### src/rtl/clause_bank_seq.sv
// Clause store for the SAT engine: streamed load/readback of clause rows plus a
// registered per-cycle evaluation of all live clauses against the variable bus.
module clause_bank_seq #(
    parameter int unsigned NUM_CLAUSES = 8,
    parameter int unsigned NUM_VARS    = 8,
    parameter int unsigned WIDTH_C_LEN = 4,
    parameter int unsigned IDX_W       = (NUM_CLAUSES > 1) ? $clog2(NUM_CLAUSES) : 1,
    parameter int unsigned VIDX_W      = (NUM_VARS > 1) ? $clog2(NUM_VARS) : 1,
    parameter int unsigned CNT_W       = $clog2(NUM_CLAUSES + 1)
) (
    input  logic                     clk,
    input  logic                     rst,
    input  logic                     clear_i,
    input  logic                     load_valid_i,
    output logic                     load_ready_o,
    input  logic [NUM_VARS*2-1:0]    load_clause_i,
    input  logic [WIDTH_C_LEN-1:0]   load_len_i,
    input  logic                     dump_start_i,
    output logic                     dump_valid_o,
    input  logic                     dump_ready_i,
    output logic [NUM_VARS*2-1:0]    dump_clause_o,
    output logic [WIDTH_C_LEN-1:0]   dump_len_o,
    output logic [IDX_W-1:0]         dump_idx_o,
    output logic [CNT_W-1:0]         count_o,
    output logic                     full_o,
    input  logic [NUM_VARS*3-1:0]    var_value_i,
    output logic                     eval_valid_o,
    output logic                     all_c_sat_o,
    output logic                     conflict_o,
    output logic [IDX_W-1:0]         conflict_idx_o,
    output logic                     impl_valid_o,
    output logic [IDX_W-1:0]         impl_clause_idx_o,
    output logic [VIDX_W-1:0]        impl_var_idx_o,
    output logic                     impl_value_o
);

    typedef enum logic {
        IDLE = 1'b0,
        DUMP = 1'b1
    } state_t;

    state_t             state, state_d;
    logic [CNT_W-1:0]   count, count_d;
    logic [IDX_W-1:0]   ptr, ptr_d;
    logic               load_fire;
    logic               last_beat;

    logic [NUM_VARS*2-1:0]  slot_lits [NUM_CLAUSES];
    logic [WIDTH_C_LEN-1:0] slot_len  [NUM_CLAUSES];

    assign full_o       = (count == CNT_W'(NUM_CLAUSES));
    assign load_ready_o = (state == IDLE) && !full_o && !dump_start_i && !clear_i;
    assign load_fire    = load_valid_i && load_ready_o;
    assign last_beat    = ((CNT_W'(ptr) + CNT_W'(1)) == count);
    assign count_o      = count;

    // Readback presents the pointed slot; forced to zero outside a dump
    assign dump_valid_o  = (state == DUMP);
    assign dump_clause_o = dump_valid_o ? slot_lits[ptr] : '0;
    assign dump_len_o    = dump_valid_o ? slot_len[ptr] : '0;
    assign dump_idx_o    = ptr;

    // Next-state: clear overrides everything, loads only happen in IDLE
    always_comb begin
        state_d = state;
        count_d = count;
        ptr_d   = ptr;
        if (clear_i) begin
            state_d = IDLE;
            count_d = '0;
            ptr_d   = '0;
        end else begin
            case (state)
                IDLE: begin
                    if (load_fire) begin
                        count_d = count + CNT_W'(1);
                    end else if (dump_start_i && (count != '0)) begin
                        state_d = DUMP;
                        ptr_d   = '0;
                    end
                end
                DUMP: begin
                    if (dump_ready_i) begin
                        if (last_beat) begin
                            state_d = IDLE;
                            ptr_d   = '0;
                        end else begin
                            ptr_d = ptr + IDX_W'(1);
                        end
                    end
                end
                default: state_d = IDLE;
            endcase
        end
    end

    always_ff @(posedge clk or negedge rst) begin
        if (!rst) begin
            state <= IDLE;
            count <= '0;
            ptr   <= '0;
        end else begin
            state <= state_d;
            count <= count_d;
            ptr   <= ptr_d;
        end
    end

    // Clause storage has no reset; only slots below count are ever observed
    always_ff @(posedge clk) begin
        if (load_fire) begin
            slot_lits[IDX_W'(count)] <= load_clause_i;
            slot_len[IDX_W'(count)]  <= load_len_i;
        end
    end

    logic               all_sat_c, conf_c, impl_c, impl_val_c;
    logic [IDX_W-1:0]   conf_idx_c, impl_cidx_c;
    logic [VIDX_W-1:0]  impl_vidx_c;
    logic               has_true, u_val, pos, neg, vt, vf;
    logic [1:0]         n_un, lit, val;
    logic [VIDX_W-1:0]  u_vidx;
    logic               unused_hi;

    // Per-clause evaluation; unassigned count saturates at 2, encoders keep lowest slot
    always_comb begin
        all_sat_c   = 1'b1;
        conf_c      = 1'b0;
        conf_idx_c  = '0;
        impl_c      = 1'b0;
        impl_cidx_c = '0;
        impl_vidx_c = '0;
        impl_val_c  = 1'b0;
        has_true    = 1'b0;
        n_un        = 2'd0;
        u_vidx      = '0;
        u_val       = 1'b0;
        lit         = 2'd0;
        val         = 2'd0;
        pos         = 1'b0;
        neg         = 1'b0;
        vt          = 1'b0;
        vf          = 1'b0;
        for (int c = 0; c < NUM_CLAUSES; c++) begin
            has_true = 1'b0;
            n_un     = 2'd0;
            u_vidx   = '0;
            u_val    = 1'b0;
            for (int v = 0; v < NUM_VARS; v++) begin
                lit = slot_lits[c][2*v +: 2];
                val = var_value_i[3*v +: 2];
                pos = (lit == 2'b10);
                neg = (lit == 2'b01);
                vt  = (val == 2'b10);
                vf  = (val == 2'b01);
                if ((pos && vt) || (neg && vf)) begin
                    has_true = 1'b1;
                end else if ((pos || neg) && !vt && !vf) begin
                    if (n_un == 2'd0) begin
                        u_vidx = VIDX_W'(v);
                        u_val  = pos;
                    end
                    if (n_un != 2'd2) begin
                        n_un = n_un + 2'd1;
                    end
                end
            end
            if ((CNT_W'(c) < count) && !has_true) begin
                all_sat_c = 1'b0;
                if ((n_un == 2'd0) && !conf_c) begin
                    conf_c     = 1'b1;
                    conf_idx_c = IDX_W'(c);
                end
                if ((n_un == 2'd1) && !impl_c) begin
                    impl_c      = 1'b1;
                    impl_cidx_c = IDX_W'(c);
                    impl_vidx_c = u_vidx;
                    impl_val_c  = u_val;
                end
            end
        end
    end

    // Bit 2 of each variable field carries no meaning here
    always_comb begin
        unused_hi = 1'b0;
        for (int v = 0; v < NUM_VARS; v++) begin
            unused_hi = unused_hi ^ var_value_i[3*v + 2];
        end
    end

    always_ff @(posedge clk or negedge rst) begin
        if (!rst) begin
            eval_valid_o      <= 1'b0;
            all_c_sat_o       <= 1'b0;
            conflict_o        <= 1'b0;
            conflict_idx_o    <= '0;
            impl_valid_o      <= 1'b0;
            impl_clause_idx_o <= '0;
            impl_var_idx_o    <= '0;
            impl_value_o      <= 1'b0;
        end else begin
            eval_valid_o      <= (state == IDLE) && !load_fire && !clear_i && !dump_start_i;
            all_c_sat_o       <= all_sat_c;
            conflict_o        <= conf_c;
            conflict_idx_o    <= conf_idx_c;
            impl_valid_o      <= impl_c;
            impl_clause_idx_o <= impl_cidx_c;
            impl_var_idx_o    <= impl_vidx_c;
            impl_value_o      <= impl_val_c;
        end
    end

endmodule

### config.mk
export PLATFORM = sky130hd
export DESIGN_NAME = clause_bank_seq
export DESIGN_NICKNAME = d
export VERILOG_FILES = /design/src/rtl/clause_bank_seq.sv
export SDC_FILE = /design/constraint.sdc
export NUM_CORES = 1
export LEC_CHECK = 0
export CORE_ASPECT_RATIO = 0.7
export CORE_MARGIN = 2
export CORE_UTILIZATION = 48
export DETAILED_ROUTE_END_ITERATION = 8
export PLACE_DENSITY_LB_ADDON = 0.25
export SYNTH_ARGS = -nofsm -noshare
export SYNTH_HDL_FRONTEND = slang
export SYNTH_SLANG_ARGS = --single-unit
### constraint.sdc
create_clock -name clk -period 6.5 [get_ports clk]
set_input_delay 1.3 -clock clk [delete_from_list [all_inputs] [get_ports clk]]
set_output_delay 1.3 -clock clk [all_outputs]
set_load 0.02 [all_outputs]
==> results.cfg <==
[final_layout]
final_nets = 2410
diodes = 0
syn2layout_area_growth_pct = 38.8
final_util_pct = 67.2
final_cell_area_sq_um = 22300
drive_gt1_share_pct = 33.4

[logic_synthesis]
ys_types = 92
synth_warnings = 0
ys_top_cells_by_count = 234 x ha_1, 170 x inv_1, 160 x edfxtp_1, 132 x nand2_1, 130 x nor2_1
synth.area.top_cells = edfxtp_1 30%, ha_1 18%, mux4_2 5.6%
netlist_area_sq_um = 16100
netlist_instances = 1639
synth-main-ff-cell = edfxtp_1
syn_avg_cell_area_sq_um = 9.81
synth.top_cell.area_share_pct = 29.9
synth_edf_count = 160
ys_async_sr_fraction_pct = 12.1
ys_seq_elements = 182
synth_nets = 1923
synth_top_area_cell = edfxtp_1
synth_most_common_cell = ha_1
yosysSeqAreaShare_pct = 33.3

[clock_tree]
cts_hold_buf = 0
worstSkewPairLatency_ns = 0.47
htreeDepth = 4
cts-buffers-inserted = 17
ctsRootBufferMaster = clkbuf_16
cts_sinks = 182
clockBufferDepth = 2
cts_tree = built
clk_pin_slew_ns = 0.08

[floorplanning]
io_pins = 94
core-area_sq_um = 33200
initial_core_util_pct = 48.4
die_x_um = 223
die_area_sq_um = 35000
die_h_um = 157
rows = 56

[setup_path]
cp_max_fo = 8
worstPathBufferInverterCount = 7
slowest_delay_ns = 0.58
cpMaxStageDelayCell = or4_4
worst_setup_path_end_kind = flip-flop
start_kind = input pin
required_ns = 6.86
critPathKind = input pin to flip-flop
cpLargestDelayFamily = simple AND/OR/NAND/NOR gates
arrival_ns = 7.04

[timing]
drv_slew = 0
whs_ns = 0.821
rsz0062_at_grt = yes
clock_skew_ns = 0.0113
max_slew_margin_pct = 24.1
worst_pin_slew_ns = 1.14
fin_crit_sh_pct = 103
setup_tns_ns = -0.836
worst_slack_ns = -0.185
fin_crit_ns = 6.69
finalHoldViolations = 0
setup_violations = 7
fmaxAchievable_ghz = 0.150

[grt]
grt_pass1_wl_um = 89000
grt_max_degree = 27
grt_pass1_vias = 14654
antenna_found_initial = 1
gr-usage-all-layers_pct = 34.6
globalRouteOverflowTotal = 0

[route]
drt_iter0_markers = 1909
drc = 0
wl_per_cell_um = 24.1
dr.pass1.iters = 6
antenna_left = 0
vias_per_cell = 6.12
routed_wl_um = 62100
vias = 15744

[run_status]
violations = setup timing
status = finished with violations

[placement]
io_buffers = 85
hpwlAfterDp_um = 46800
place_area_sq_um = 19900
gp_congestion = 1.04
dp_slack_ns = -1.45

[run]
maxCapViolCount = 0

[pwr]
power.density_nw_per_um2 = 175
p_leak_nw = 9.67
vdd_drop_max_uv = 163

[hold_path]
hp-class = flip-flop to flip-flop
-- stage by stage --
stage	power [mW]	std cells
floorplan	1.94	1639
global placement	2.52	2445
detailed placement	2.54	2445
CTS	3.76	2552
global route	4.06	2574
finish	3.91	2574
-- final timing paths --
check / depth (start not counted) / slack (ns) / to / from
max in group asynchronous: 1 / 4.30 / dump_idx_o[0] / rst
hold reg to reg: 2 / 0.82 / count_o[0] / count_o[0]
setup reg to reg: 40 / 0.12 / impl_value_o / slot_lits[1][0]
setup / recovery: 31 / -0.19 / impl_var_idx_o[0] / var_value_i[1]
min in group asynchronous: 1 / 1.44 / impl_clause_idx_o[1] / rst
hold / removal: 2 / 0.82 / count_o[0] / count_o[0]
-- layout make-up --
class	instances	area (sq um)
Clock buffer	17	425
Tap cell	435	544
Clock inverter	15	210
Inverter	171	644
Fill cell	2582	10900
Sequential cell	182	5360
Timing Repair Buffer	517	4160
Multi-Input combinational cell	1237	11000
-- logic make-up after synthesis --
group / share of synthesized area, %
AO/OA/AOI/OAI: 16.1
XOR/XNOR: 1.17
adder cells (fa/ha/maj): 18.2
buffers and inverters: 5.39
flip-flops: 33.3
multiplexers: 7.89
AND/OR/NAND/NOR: 17.9
-- registers in the layout, indices dropped and copies added (netlist names) --
register and count:
slot_lits 128, slot_len 32, count_o 4, conflict_idx_o 3, dump_idx_o 3, impl_clause_idx_o 3, impl_var_idx_o 3, all_c_sat_o 1
conflict_o 1, dump_valid_o 1, eval_valid_o 1, impl_valid_o 1, impl_value_o 1
-- per-layer routing --
metal,part of all wire (%),routed length [um],up-vias,GRT usage (%)
li1,-,-,7047,-
met2,41,25500,894,49.7
met1,43,26500,7685,47.5
met5,0,0,-,0
met4,2.8,1720,0,10.4
met3,13,8340,118,14.2
-- where the power goes --
group | switching (mW) | internal, mW
Sequential | 0.0166 | 1.28
Clock | 0.559 | 0.535
Combinational | 0.768 | 0.750
Total | 1.34 | 2.57
-- placed cells by master, fill, tap and decap left out, types with 13 or more instances in the layout --
cell type / Yosys / final
a31oi_1: 22 / 19
nand3b_1: 24 / 24
nand2_1: 132 / 121
o21ai_0: 39 / 31
mux4_2: 40 / 40
dfrtp_1: 22 / 20
ha_4: 0 / 18
a21o_1: 16 / 14
nor2_1: 130 / 113
buf_6: 1 / 15
a21oi_1: 68 / 57
nor2b_1: 40 / 39
and3b_1: 15 / 15
inv_1: 170 / 163
clkdlybuf4s50_1: 0 / 81
nor3_1: 37 / 21
clkbuf_16: 0 / 17
nand3_1: 38 / 36
and2_1: 18 / 15
nand2b_1: 28 / 23
a22oi_1: 35 / 33
ha_1: 234 / 212
buf_4: 5 / 419
nor3_2: 1 / 13
mux2i_1: 31 / 27
edfxtp_1: 160 / 160
-- what timing repair did --
action / 4_1_cts / 5_1_grt
hold endpoints to repair: 0 / 0
resized for setup: 114 / 105
pin swaps: 49 / 44
setup endpoints to repair: 12 / 12
buffers inserted: 75 / 27
-- worst register-to-register path: cells and delay by family, from the launching register on --
family | cells | cell delay (ns)
adder cells (fa/ha/maj) | 1 | 0.36
multiplexers | 2 | 0.41
flip-flops | 1 | 0.44
AND/OR/NAND/NOR | 2 | 0.30
AO/OA/AOI/OAI | 5 | 1.01
buffers and inverters | 30 | 3.74
Power figures use the tool's default switching activity.
